**src/rtl/fnd_scan_driver.sv**
```systemverilog
// fnd_scan_driver
//   Time-multiplexes a 4-digit packed hex/BCD value onto a common-anode
//   4-digit 7-segment module. Segments and commons are active-low.
//   value/dp are captured into a shadow register once per frame, so a frame
//   is always drawn from a consistent snapshot. At the start of every digit
//   slot there is a short all-off guard that stops ghosting between digits.
//
// Parameters
//   SCAN_DIV     clk cycles per digit slot; must be > BLANK_GUARD+1
//   BLANK_GUARD  all-off cycles at the start of each slot (0 = no guard)
//
// Ports
//   clk         in   system clock, rising edge
//   reset_n     in   asynchronous active-low reset
//   value[15:0] in   digit3..digit0 = value[15:12]..value[3:0]
//   dp[3:0]     in   dp[i]=1 lights the decimal point of digit i
//   seg_7[7:0]  out  active-low {dp,g,f,e,d,c,b,a}
//   com[3:0]    out  active-low digit enables, com[0] = rightmost digit
//   frame_tick  out  one-cycle pulse the cycle after a shadow load
//
// Build option
//   FND_ZERO_BLANK_EN  leading-zero suppression on digits 3..1; digit 0 is
//                      never blanked and a blanked digit keeps its dp.

module fnd_scan_driver #(
   parameter int SCAN_DIV    = 100000,
   parameter int BLANK_GUARD = 4
) (
   input  logic        clk,
   input  logic        reset_n,
   input  logic [15:0] value,
   input  logic [3:0]  dp,
   output logic [7:0]  seg_7,
   output logic [3:0]  com,
   output logic        frame_tick
);

   localparam int DW = (SCAN_DIV > 2) ? $clog2(SCAN_DIV) : 1;

   logic [DW-1:0] div_q, div_d;
   logic [1:0]    idx_q, idx_d;
   logic          first_q;
   logic [15:0]   val_q, val_d;
   logic [3:0]    dp_q, dp_d;
   logic          ft_q, ft_d;
   logic [7:0]    seg_q, seg_d;
   logic [3:0]    com_q, com_d;

   logic          tick, load, guard, blank;
   logic [15:0]   src_val;
   logic [3:0]    src_dp;
   logic [3:0]    nib;
   logic [6:0]    glyph;

   // Active-low g..a patterns.
   function automatic logic [6:0] seg_lut(input logic [3:0] n);
      logic [6:0] g;
      g = 7'h7F;
      case (n)
         4'h0: g = 7'h40;
         4'h1: g = 7'h79;
         4'h2: g = 7'h24;
         4'h3: g = 7'h30;
         4'h4: g = 7'h19;
         4'h5: g = 7'h12;
         4'h6: g = 7'h02;
         4'h7: g = 7'h78;
         4'h8: g = 7'h00;
         4'h9: g = 7'h10;
         4'hA: g = 7'h08;
         4'hB: g = 7'h03;
         4'hC: g = 7'h46;
         4'hD: g = 7'h21;
         4'hE: g = 7'h06;
         4'hF: g = 7'h0E;
         default: g = 7'h7F;
      endcase
      return g;
   endfunction

   assign tick = (div_q == DW'(SCAN_DIV - 1));
   // First edge after reset loads the shadow; afterwards once per frame as
   // the digit index wraps 3 -> 0.
   assign load = first_q | (tick & (idx_q == 2'd3));

   // On the very first edge the shadow is still being loaded, so draw from
   // the inputs directly; this matters only when BLANK_GUARD is 0.
   assign src_val = first_q ? value : val_q;
   assign src_dp  = first_q ? dp    : dp_q;

   assign guard = (BLANK_GUARD > 0) && (int'(div_q) < BLANK_GUARD);
   assign nib   = src_val[{idx_q, 2'b00} +: 4];

`ifdef FND_ZERO_BLANK_EN
   // Blank when this digit and everything to its left is zero.
   assign blank = (idx_q != 2'd0) && ((src_val >> {idx_q, 2'b00}) == 16'h0);
`else
   assign blank = 1'b0;
`endif

   assign glyph = blank ? 7'h7F : seg_lut(nib);

   always_comb begin
      div_d = tick ? '0 : div_q + 1'b1;
      idx_d = tick ? idx_q + 2'd1 : idx_q;
      val_d = load ? value : val_q;
      dp_d  = load ? dp    : dp_q;
      ft_d  = load;
      seg_d = 8'hFF;
      com_d = 4'hF;
      if (!guard) begin
         seg_d = {~src_dp[idx_q], glyph};
         com_d = ~(4'b0001 << idx_q);
      end
   end

   always_ff @(posedge clk or negedge reset_n) begin
      if (!reset_n) begin
         div_q   <= '0;
         idx_q   <= 2'd0;
         first_q <= 1'b1;
         val_q   <= 16'h0;
         dp_q    <= 4'h0;
         ft_q    <= 1'b0;
         seg_q   <= 8'hFF;
         com_q   <= 4'hF;
      end else begin
         div_q   <= div_d;
         idx_q   <= idx_d;
         first_q <= 1'b0;
         val_q   <= val_d;
         dp_q    <= dp_d;
         ft_q    <= ft_d;
         seg_q   <= seg_d;
         com_q   <= com_d;
      end
   end

   assign seg_7      = seg_q;
   assign com        = com_q;
   assign frame_tick = ft_q;

endmodule

```
**config.mk**
```make
export PLATFORM = sky130hd
export DESIGN_NAME = fnd_scan_driver
export DESIGN_NICKNAME = d
export VERILOG_FILES = /design/src/rtl/fnd_scan_driver.sv
export SDC_FILE = /design/constraint.sdc
export NUM_CORES = 1
export LEC_CHECK = 0
export ABC_CLOCK_PERIOD_IN_PS = 3200
export BUFFER_PORTS_ARGS = -buffer_cell sky130_fd_sc_hd__buf_4
export CORE_AREA = 2 2 98 81
export DETAILED_ROUTE_END_ITERATION = 8
export DIE_AREA = 0 0 100 83
export PLACE_DENSITY = 0.54
export SLEW_MARGIN = 20
export SYNTH_ARGS = -nofsm -noshare
export SYNTH_HDL_FRONTEND = slang
export SYNTH_SLANG_ARGS = --single-unit
```
**constraint.sdc**
```tcl
create_clock -name clk -period 3.2 [get_ports clk]
set_input_delay 0.48 -clock clk [delete_from_list [all_inputs] [get_ports clk]]
set_output_delay 0.48 -clock clk [all_outputs]
set_load 0.005 [all_outputs]
```
==> qor.yml <==
status: "completed"
syn_nets: 254
grt_overflow_total: 0
ys_types: 42
min_period_ps: 2467
worstMarginPinSlew_ps: 679.5
ant_nets: 0
r2r-start: "idx_q[0]"
rows: 28
synth-seq-area-share: 0.4825
crit_type: "flip-flop to flip-flop"
first_iter_violations: 52
drive_gt1_frac: 0.3682
port_buffers: 34
synth_area_um2: 2783
skew_ps: 7.412
diodes: 0
synth_warnings: 0
antenna_found_initial: 0
max_freq_mhz: 405.4
synth_edf_count: 0
core_um2: 7287
cap_viol_max_count: 0
ys_seq_elements: 53
area_delta_synth_final_pct: 14.93
clkLatencyLatePin_ps: 300
ir_worst_vdd_mv: 0.2076
worstRegToRegCells: 7
critPathCaptureType: "flip-flop"
cts_buffers: 5
finalHoldViolations: 0
post_cts_buffers: 0
postCtsResizedCells: 0
start_util: 0.3819
synth.most_common_cell: "dfrtp_1"
vias: 1733
maxSlewViolCount: 0
synthTopCellsByCount: "dfrtp_1 (40), nand2_1 (21), mux2_4 (20)"
whs_ps: 207.0
dp_hpwl_um: 3654
slew_headroom: 0.5470
cts_tree: "built"
drc: 0
postCtsHoldBufs: 0
grt_pass1_wl_um: 8942
r2r_end: "seg_7[3]"
finalCritPeriodShare: 0.7708
synth_cells: 221
via_per_inst: 4.980
clockRootBuffer: "clkbuf_8"
synth.avg_cell_area_um2: 12.59
required_ps: 3420
cts.reportedPaths.clkPinSlew_ps: 90
clkSinkCount: 53
rsz0062_at_grt: "no"
cp-start-kind: "flip-flop"
drtPass1Iterations: 4
r2r_slack_ps: 730
dieArea_um2: 8300
grtUsageTotal: 0.1344
grt_pass1_vias: 1748
p_leak_uw: 0.001452
crit_fanout: 13
clock_path_buffers: 2
ys.flop_type: "dfrtp_1"
synth_top_area_share: 0.3597
io_pins: 35
p_per_area_nw_per_um2: 414.7
final_util: 0.4389
die_x_um: 100
synth_area_leader_cell: "dfrtp_1"
nNetsFinal: 290
setup_tns_ps: 0
wl_per_cell_um: 14.96
grt_max_degree: 54
hp-class: "primary input to async pin"
final-setup-viol-count: 0
h-tree-depth: 2
ys_async_sr_fraction: 1.000
fp.dieH_um: 83
postRouteWirelength_um: 5206
place_congestion: 0.8338
critPathArrivalTime_ps: 2690
synth_area_leaders: "dfrtp_1 (36%), dfstp_2 (12%), mux2_4 (11%), mux4_2 (6.5%), ha_1 (4.9%)"
## where the power goes
part	leakage [uW]	internal (uW)	switching, uW
sequential	0.000632	725	22.4
clock	0.0000450	152	216
combinational	0.000776	121	89.1
total	0.00145	999	327
## cell families after synthesis
| logic type | Yosys count | synth area share |
|---|---|---|
| AND/OR/NAND/NOR | 67 | 0.1237 |
| XOR/XNOR | 16 | 0.05036 |
| multiplexers | 36 | 0.2082 |
| flip-flops | 53 | 0.4825 |
| other | 1 | 0.001348 |
| adder cells (fa/ha/maj) | 11 | 0.04946 |
| AO/OA/AOI/OAI | 22 | 0.05576 |
| buffers and inverters | 15 | 0.02877 |
## layer usage
metal	global-route usage	part of all wire	vias up
li1	-	-	852
met3	0.02862	0.025	5
met1	0.2029	0.53	847
met2	0.1959	0.43	29
met5	0	0	-
met4	0.03362	0.011	0
## cell type report
| type | instances | area [um2] |
|---|---|---|
| Sequential cell | 53 | 1343 |
| Fill cell | 706 | 4089 |
| Multi-Input combinational cell | 153 | 1360 |
| Clock inverter | 2 | 10.01 |
| Timing Repair Buffer | 36 | 270.3 |
| Clock buffer | 6 | 72.57 |
| Inverter | 8 | 30.03 |
| Tap cell | 90 | 112.6 |
## cells in the final DEF (no fill, tap or decap), drive strengths merged, types with 2 or more instances in the layout
cell type,count
o211ai,3
nor3,5
mux2i,3
xnor2,11
dfstp,13
inv,8
nor4,4
xor2,5
ha,11
o221ai,2
buf,36
nand2b,2
dfrtp,40
and3,6
nand2,21
and4,3
mux2,25
nand3,7
nor2b,2
clkinv,2
mux4,8
clkbuf,6
nand4,2
o21ai,4
nor2,14
a21oi,5
## critical path: stages (launching register included)
cell	delay (ps)
dfrtp_1	680
mux4_2	560
mux2_2	340
inv_1	130
ha_1	250
nor3_1	200
a211oi_1	80
a31oi_1	150
## per-stage QoR
step | setup slack, ps | total power (uW) | instance area (um2) | std cells
CTS | 716.8 | 1350 | 3198 | 348
finish | 733.4 | 1326 | 3198 | 348
detailed placement | 764.2 | 972.0 | 3115 | 340
floorplan | 971.0 | 886.1 | 2783 | 221
global placement | 810.4 | 971.3 | 3115 | 340
global route | 517.1 | 1402 | 3198 | 348
## how the worst max path moves through the flow
stage | to | from | slack, ps
6_report | seg_7[3] | idx_q[0] | 730
5_1_grt | seg_7[3] | idx_q[0] | 520
4_1_cts | seg_7[3] | idx_q[0] | 720
3_5_place_dp | seg_7[3] | idx_q[0] | 760
3_3_place_gp | seg_7[3] | idx_q[0] | 810
2_1_floorplan | seg_7[3] | idx_q[0] | 970
## state kept, by name, summed over array words and instances (netlist names)
| register | flops |
|---|---|
| first_q | 1 |
| div_q | 17 |
| dp_q | 4 |
| com | 4 |
| seg_7 | 8 |
| idx_q | 2 |
| frame_tick | 1 |
| val_q | 16 |
No activity file was read; power rests on OpenSTA's default activity.
